===== src/rtl/tx_packet_arbiter_if.sv =====
// Master/serializer side bundle of tx_packet_arbiter.
// slave = arbiter view, master = view of the masters plus serializer driving it.
interface tx_packet_arbiter_if #(
    parameter int unsigned N_REQ = 2
);
    logic [N_REQ-1:0]   req_bus;
    logic [8*N_REQ-1:0] m_tx_data_bus;
    logic [N_REQ-1:0]   m_tx_valid_bus;
    logic [N_REQ-1:0]   m_tx_ready_bus;
    logic [7:0]         tx_data;
    logic               tx_valid;
    logic               tx_ready;
    logic [N_REQ-1:0]   grant_bus;
    logic               busy;
    logic               timeout_flag;

    modport slave (
        input  req_bus, m_tx_data_bus, m_tx_valid_bus, tx_ready,
        output m_tx_ready_bus, tx_data, tx_valid, grant_bus, busy, timeout_flag
    );

    modport master (
        output req_bus, m_tx_data_bus, m_tx_valid_bus, tx_ready,
        input  m_tx_ready_bus, tx_data, tx_valid, grant_bus, busy, timeout_flag
    );
endinterface


===== src/rtl/tx_packet_arbiter.sv =====
// Packet-atomic round-robin arbiter sharing one byte-serial TX among N_REQ masters.
// Optional forced release of a stalled grant: define PKT_TIMEOUT_EN.
module tx_packet_arbiter #(
    parameter int unsigned N_REQ   = 2,
    parameter int unsigned TIMEOUT = 4096
) (
    input  logic                  clk,
    input  logic                  n_rst,
    tx_packet_arbiter_if.slave    io_arb
);
    localparam int unsigned IDXW = $clog2(N_REQ);

    if (N_REQ < 2 || TIMEOUT < 1 || TIMEOUT > 65536) begin : g_cfg_check
        $error("tx_packet_arbiter: N_REQ must be >= 2 and TIMEOUT in 1..65536");
    end

    typedef enum logic [1:0] {
        S_IDLE,
        S_GRANT,
        S_HOLDOFF
    } state_t;

    state_t           r_state;
    state_t           w_next;
    logic [N_REQ-1:0] r_grant;
    logic [IDXW-1:0]  r_gidx;
    logic [IDXW-1:0]  r_ptr;
    logic [8:0]       r_byte_cnt;
    logic [7:0]       r_pkt_len;

    logic [IDXW-1:0]  w_pick_hi;
    logic [IDXW-1:0]  w_pick_lo;
    logic [IDXW-1:0]  w_pick;
    logic [N_REQ-1:0] w_pick_oh;
    logic             w_hit_hi;
    logic [7:0]       w_gdata;
    logic             w_strobe;
    logic             w_crc;
    logic             w_timeout;

    // Round-robin pick: lowest requester at/after r_ptr, else lowest overall (wrap).
    always_comb begin
        w_pick_hi = '0;
        w_pick_lo = '0;
        w_hit_hi  = 1'b0;
        for (int unsigned i = N_REQ; i > 0; i--) begin
            if (io_arb.req_bus[i-1]) begin
                w_pick_lo = IDXW'(i-1);
                if ((i-1) >= 32'(r_ptr)) begin
                    w_pick_hi = IDXW'(i-1);
                    w_hit_hi  = 1'b1;
                end
            end
        end
        w_pick            = w_hit_hi ? w_pick_hi : w_pick_lo;
        w_pick_oh         = '0;
        w_pick_oh[w_pick] = 1'b1;
    end

    always_comb begin
        w_gdata = '0;
        for (int unsigned i = 0; i < N_REQ; i++) begin
            if (r_grant[i]) begin
                w_gdata = w_gdata | io_arb.m_tx_data_bus[8*i +: 8];
            end
        end
    end

    assign w_strobe = |(io_arb.m_tx_valid_bus & r_grant);
    assign w_crc    = (r_state == S_GRANT) && w_strobe &&
                      (r_byte_cnt == (9'd4 + {1'b0, r_pkt_len}));

`ifdef PKT_TIMEOUT_EN
    logic [15:0] r_idle_cnt;

    always_ff @(posedge clk or negedge n_rst) begin
        if (!n_rst) begin
            r_idle_cnt <= '0;
        end else if (r_state != S_GRANT || w_strobe) begin
            r_idle_cnt <= '0;
        end else begin
            r_idle_cnt <= r_idle_cnt + 16'd1;
        end
    end

    assign w_timeout = (r_state == S_GRANT) && !w_strobe &&
                       (r_idle_cnt == 16'(TIMEOUT - 1));
`else
    assign w_timeout = 1'b0;
`endif

    always_ff @(posedge clk or negedge n_rst) begin
        if (!n_rst) begin
            r_state <= S_IDLE;
        end else begin
            r_state <= w_next;
        end
    end

    always_comb begin
        w_next = r_state;
        case (r_state)
            S_IDLE:    if (|io_arb.req_bus && io_arb.tx_ready) w_next = S_GRANT;
            S_GRANT:   if (w_crc || w_timeout)                 w_next = S_HOLDOFF;
            S_HOLDOFF: if (io_arb.tx_ready)                    w_next = S_IDLE;
            default:                                           w_next = S_IDLE;
        endcase
    end

    // LEN is captured on the strobe at count 3; LEN 0 still carries one data byte.
    always_ff @(posedge clk or negedge n_rst) begin
        if (!n_rst) begin
            r_grant    <= '0;
            r_gidx     <= '0;
            r_ptr      <= '0;
            r_byte_cnt <= '0;
            r_pkt_len  <= '0;
        end else begin
            case (r_state)
                S_IDLE: begin
                    if (w_next == S_GRANT) begin
                        r_grant    <= w_pick_oh;
                        r_gidx     <= w_pick;
                        r_byte_cnt <= '0;
                    end
                end
                S_GRANT: begin
                    if (w_strobe) begin
                        if (r_byte_cnt != '1) begin
                            r_byte_cnt <= r_byte_cnt + 9'd1;
                        end
                        if (r_byte_cnt == 9'd3) begin
                            r_pkt_len <= (w_gdata == 8'd0) ? 8'd1 : w_gdata;
                        end
                    end
                end
                S_HOLDOFF: begin
                    if (io_arb.tx_ready) begin
                        r_grant <= '0;
                        r_ptr   <= (r_gidx == IDXW'(N_REQ - 1)) ? '0 : r_gidx + IDXW'(1);
                    end
                end
                default: ;
            endcase
        end
    end

    // Forwarding stays combinational: masters pace on tx_ready & !tx_valid.
    always_comb begin
        io_arb.tx_data        = '0;
        io_arb.tx_valid       = 1'b0;
        io_arb.m_tx_ready_bus = '0;
        if (r_state == S_GRANT) begin
            io_arb.tx_data        = w_gdata;
            io_arb.tx_valid       = w_strobe;
            io_arb.m_tx_ready_bus = r_grant & {N_REQ{io_arb.tx_ready}};
        end
        io_arb.grant_bus    = r_grant;
        io_arb.busy         = (r_state != S_IDLE);
        io_arb.timeout_flag = w_timeout;
    end
endmodule


===== src/flat_wrapper.sv =====
// flat-port wrapper written by rule: the top's interface ports become plain ports
module tx_packet_arbiter_flat 
#(
    parameter int unsigned N_REQ   = 2,
    parameter int unsigned TIMEOUT = 4096
)
  (clk, n_rst, io_arb_req_bus, io_arb_m_tx_data_bus, io_arb_m_tx_valid_bus, io_arb_tx_ready, io_arb_m_tx_ready_bus, io_arb_tx_data, io_arb_tx_valid, io_arb_grant_bus, io_arb_busy, io_arb_timeout_flag);
  tx_packet_arbiter_if #(.N_REQ(N_REQ)) io_arb_i ();
  input  logic clk;
  input  logic n_rst;
  input wire logic [$bits(io_arb_i.req_bus)-1:0] io_arb_req_bus;
  input wire logic [$bits(io_arb_i.m_tx_data_bus)-1:0] io_arb_m_tx_data_bus;
  input wire logic [$bits(io_arb_i.m_tx_valid_bus)-1:0] io_arb_m_tx_valid_bus;
  input wire logic [$bits(io_arb_i.tx_ready)-1:0] io_arb_tx_ready;
  output wire logic [$bits(io_arb_i.m_tx_ready_bus)-1:0] io_arb_m_tx_ready_bus;
  output wire logic [$bits(io_arb_i.tx_data)-1:0] io_arb_tx_data;
  output wire logic [$bits(io_arb_i.tx_valid)-1:0] io_arb_tx_valid;
  output wire logic [$bits(io_arb_i.grant_bus)-1:0] io_arb_grant_bus;
  output wire logic [$bits(io_arb_i.busy)-1:0] io_arb_busy;
  output wire logic [$bits(io_arb_i.timeout_flag)-1:0] io_arb_timeout_flag;
  assign io_arb_i.req_bus = io_arb_req_bus;
  assign io_arb_i.m_tx_data_bus = io_arb_m_tx_data_bus;
  assign io_arb_i.m_tx_valid_bus = io_arb_m_tx_valid_bus;
  assign io_arb_i.tx_ready = io_arb_tx_ready;
  assign io_arb_m_tx_ready_bus = io_arb_i.m_tx_ready_bus;
  assign io_arb_tx_data = io_arb_i.tx_data;
  assign io_arb_tx_valid = io_arb_i.tx_valid;
  assign io_arb_grant_bus = io_arb_i.grant_bus;
  assign io_arb_busy = io_arb_i.busy;
  assign io_arb_timeout_flag = io_arb_i.timeout_flag;
  tx_packet_arbiter #(.N_REQ(N_REQ), .TIMEOUT(TIMEOUT)) u_core (.clk(clk), .n_rst(n_rst), .io_arb(io_arb_i));
endmodule

===== config.mk =====
export PLATFORM = sky130hd
export DESIGN_NAME = tx_packet_arbiter_flat
export DESIGN_NICKNAME = d
export VERILOG_FILES = /design/src/rtl/tx_packet_arbiter_if.sv /design/src/rtl/tx_packet_arbiter.sv /design/src/flat_wrapper.sv
export SDC_FILE = /design/constraint.sdc
export NUM_CORES = 1
export LEC_CHECK = 0
export BUFFER_PORTS_ARGS = -buffer_cell sky130_fd_sc_hd__buf_2
export CAP_MARGIN = 20
export CORE_AREA = 2 2 70 72
export DETAILED_ROUTE_END_ITERATION = 10
export DIE_AREA = 0 0 72 74
export HOLD_SLACK_MARGIN = 0.05
export PLACE_DENSITY = 0.61
export SLEW_MARGIN = 20
export SYNTH_ARGS = -nofsm -noshare
export SYNTH_HDL_FRONTEND = slang
export SYNTH_SLANG_ARGS = --single-unit

===== constraint.sdc =====
create_clock -name clk -period 2.35 [get_ports clk]
set_input_delay 0.235 -clock clk [delete_from_list [all_inputs] [get_ports clk]]
set_output_delay 0.235 -clock clk [all_outputs]
set_load 0.1 [all_outputs]

==> qor.txt <==
Max Clock Freq: 483 MHz
Initial Utilization: 0.340
FF+latch count, synth: 23
M1 wire length: 1810 um
Mapped Area: 0.00156 sq mm
Synth Instances: 175
Port bufs: 36
Clock skew: 1.52 ps
Sequential fraction of the synthesis area: 0.369
Setup TNS: 0 ps
Initial antenna violation count: 0
Non-Filler Instances: 265
Number of violations reported at the end of detailed-routing iteration 0: 31
Max_cap viols: 0
Met3 WL: 106 um
Yosys top cell area share: 0.369
P&R area growth vs syn: 22.5%
Design area: 0.00191 sq mm
Multi-input logic area: 942 sq um
Synth warnings: 0
Power density cells: 1460 mW/mm^2
DR DRC count: 0
Status: finished clean
First-pass GRT wire length: 6090 um
Mapped Nets: 201
Final setup violation count: 0
Wire length per cell: 14.2 um
Worst hold-check path type: input port to flip-flop
Worst path buffer plus inverter count: 1
CP Cell Sequence: ha_1 -> nand3_1 -> nor2_1 -> ha_1 -> inv_1 -> nand3_1 -> or4_1 -> a21oi_1
Pre-antenna DRT Iters: 4
Final nets: 238
Worst-Skew Late Latency: 260 ps
Top-Level Pins: 38
Crit end category: flip-flop
Setup WS post-layout: 279 ps
Slew @ Worst Pin: 520 ps
Critical path arrival: 2260 ps
CTS H-tree lvls: 1
Final antenna-violating net count: 0
CP required: 2530 ps
Post-synth top area cell: dfrtp_1
Total gr overflow: 0
CP Max Fanout: 9
Critical path class: flip-flop to flip-flop
Tot Pwr: 2.79 mW
Synth top cells by count: 23 x dfrtp_1, 14 x inv_1, 12 x nand2_1, 12 x nor2_1, 11 x nand3_1
GRT Total Usage: 0.146
Vias in the first global route: 1274
Reg area: 578 sq um
CP max stage cell: or4_1
Main synth FF type: dfrtp_1
Hold Slack: 299 ps
RePlAce Congestion: 0.814
Max-slew headroom: 0.653
Drt total wl: 3750 um
Largest net degree at the start of global routing: 24
Vias/cell: 5.18
Clock root buffer: clkbuf_8
Worst slack, placed: 300 ps
Die ar.: 0.00533 sq mm
Synth top area cells: dfrtp_1 37%, mux2i_1 4.5%, a22oi_1 3.8%
CTS buffer count: 3
DIE HEIGHT: 74 um
CTS tree: done
Leakage power: 0.840 nW
CTS clock-pin slew for the worst setup and hold paths: 80 ps
Number of diodes: 0
CP top delay family: simple AND/OR/NAND/NOR gates
Die Span X: 72 um
Final min period: 2070 ps
Startpoint type of the worst setup path: flip-flop
Via count: 1372
Yosys cell types: 45
Highest routed layer: met4
Met2 routed WL: 1800 um
Cell with the most instances after synthesis: dfrtp_1
Final core utilization: 0.416
Post-synth EDFFs: 0
CP peak stage delay: 470 ps
Async SR Flop Fraction: 1.00
Layout cells sized above 1: 0.299
Post-synthesis area per instance: 8.92 sq um
Final Hold Viols: 0
Post-DP HPWL: 2920 um
Dpl cells: 260
FF-to-FF setup slack: 280 ps
CTS Sinks: 23
Core Region: 0.00460 sq mm
Slew Limit Fails: 0
Worst vdd ir: 586 uV
# fillers: 457
Tcrit/Tclk final: 0.881
Maximum root-to-sink buffer count: 2
DP Area: 0.00186 sq mm
RSZ-0062 raised after global routing: false
Site row count: 25
## report_power, final
| part | switching (mW) | internal (mW) | total (mW) |
|---|---|---|---|
| registers | 0.204 | 0.529 | 0.732 |
| clock network | 0.123 | 0.121 | 0.244 |
| logic | 1.31 | 0.498 | 1.81 |
## final cells by class
type,count,share of cell area
multi-input combinational,128,0.492
sequential,23,0.302
timing repair buffer,42,0.119
tap,54,0.0353
inverter,14,0.0275
clock buffer,4,0.0235
## layout by cell type (no fill, tap or decap), types with 3 or more instances in the layout
cell type  Yosys  layout
a21boi_0       4       4
inv_1         14      14
xor2_1         4       4
ha_1           3       3
or2_2          3       3
nand3_1       11      11
nand4_1        4       4
or4_1          5       5
nand2_1       12      12
and3_1         3       3
mux2i_1        7       7
dfrtp_1       23      21
nor2_1        12       4
nor2_4         0       8
buf_2          2      36
o31ai_1        4       4
a22oi_1        8       8
a21oi_1        6       6
clkbuf_8       0       3
o21ai_0        8       8
xnor2_1        5       5
buf_4          1       5
## worst min-delay path: cells and delay by family
family                 cells  cell delay, ps
AOI/OAI and AO/OA          1              80
buffers and inverters      1              80
and+or+nand+nor            2             140
## metal layers
metal  vias up  global-route usage
met5         -                   0
met4         0              0.0440
met3         5              0.0176
met2        23               0.243
met1       641               0.200
li1        703                   -
## registers in the layout (all words and copies together), names as in the netlist
name,flops
u_core.r_pkt_len,8
u_core.r_state,2
u_core.io_arb.grant_bus,2
u_core.r_gidx,1
u_core.r_ptr,1
u_core.r_byte_cnt,9
## logic make-up after synthesis
| family | after synthesis | share of synthesized area |
|---|---|---|
| simple gates | 67 | 0.248 |
| flops | 23 | 0.369 |
| buf+inv | 24 | 0.0665 |
| compound gates | 40 | 0.186 |
| other cells | 1 | 0.00240 |
| xor+xnor | 9 | 0.0505 |
| fa+ha+maj | 3 | 0.0240 |
| mux | 8 | 0.0545 |
## repair_timing
| action | CTS | global route |
|---|---|---|
| hold buffers | 1 | 0 |
| endpoints found under the setup margin | 0 | 0 |
| setup buffers | 0 | 0 |
| resized for setup | 0 | 0 |
| hold endpoints to repair | 23 | 0 |
## final timing paths
kind | from | to | cells past startpoint
worst max-delay path | u_core.r_byte_cnt[0] | u_core.r_byte_cnt[6] | 8
worst min-delay path | io_arb_req_bus[0] | u_core.io_arb.grant_bus[1] | 4
worst max register to register | u_core.r_byte_cnt[0] | u_core.r_byte_cnt[6] | 8
worst min register to register | u_core.r_gidx | u_core.r_ptr | 1
max in group asynchronous | n_rst | u_core.io_arb.grant_bus[0] | 2
min in group asynchronous | n_rst | u_core.r_pkt_len[4] | 2
(Power assumes the default switching activity.)
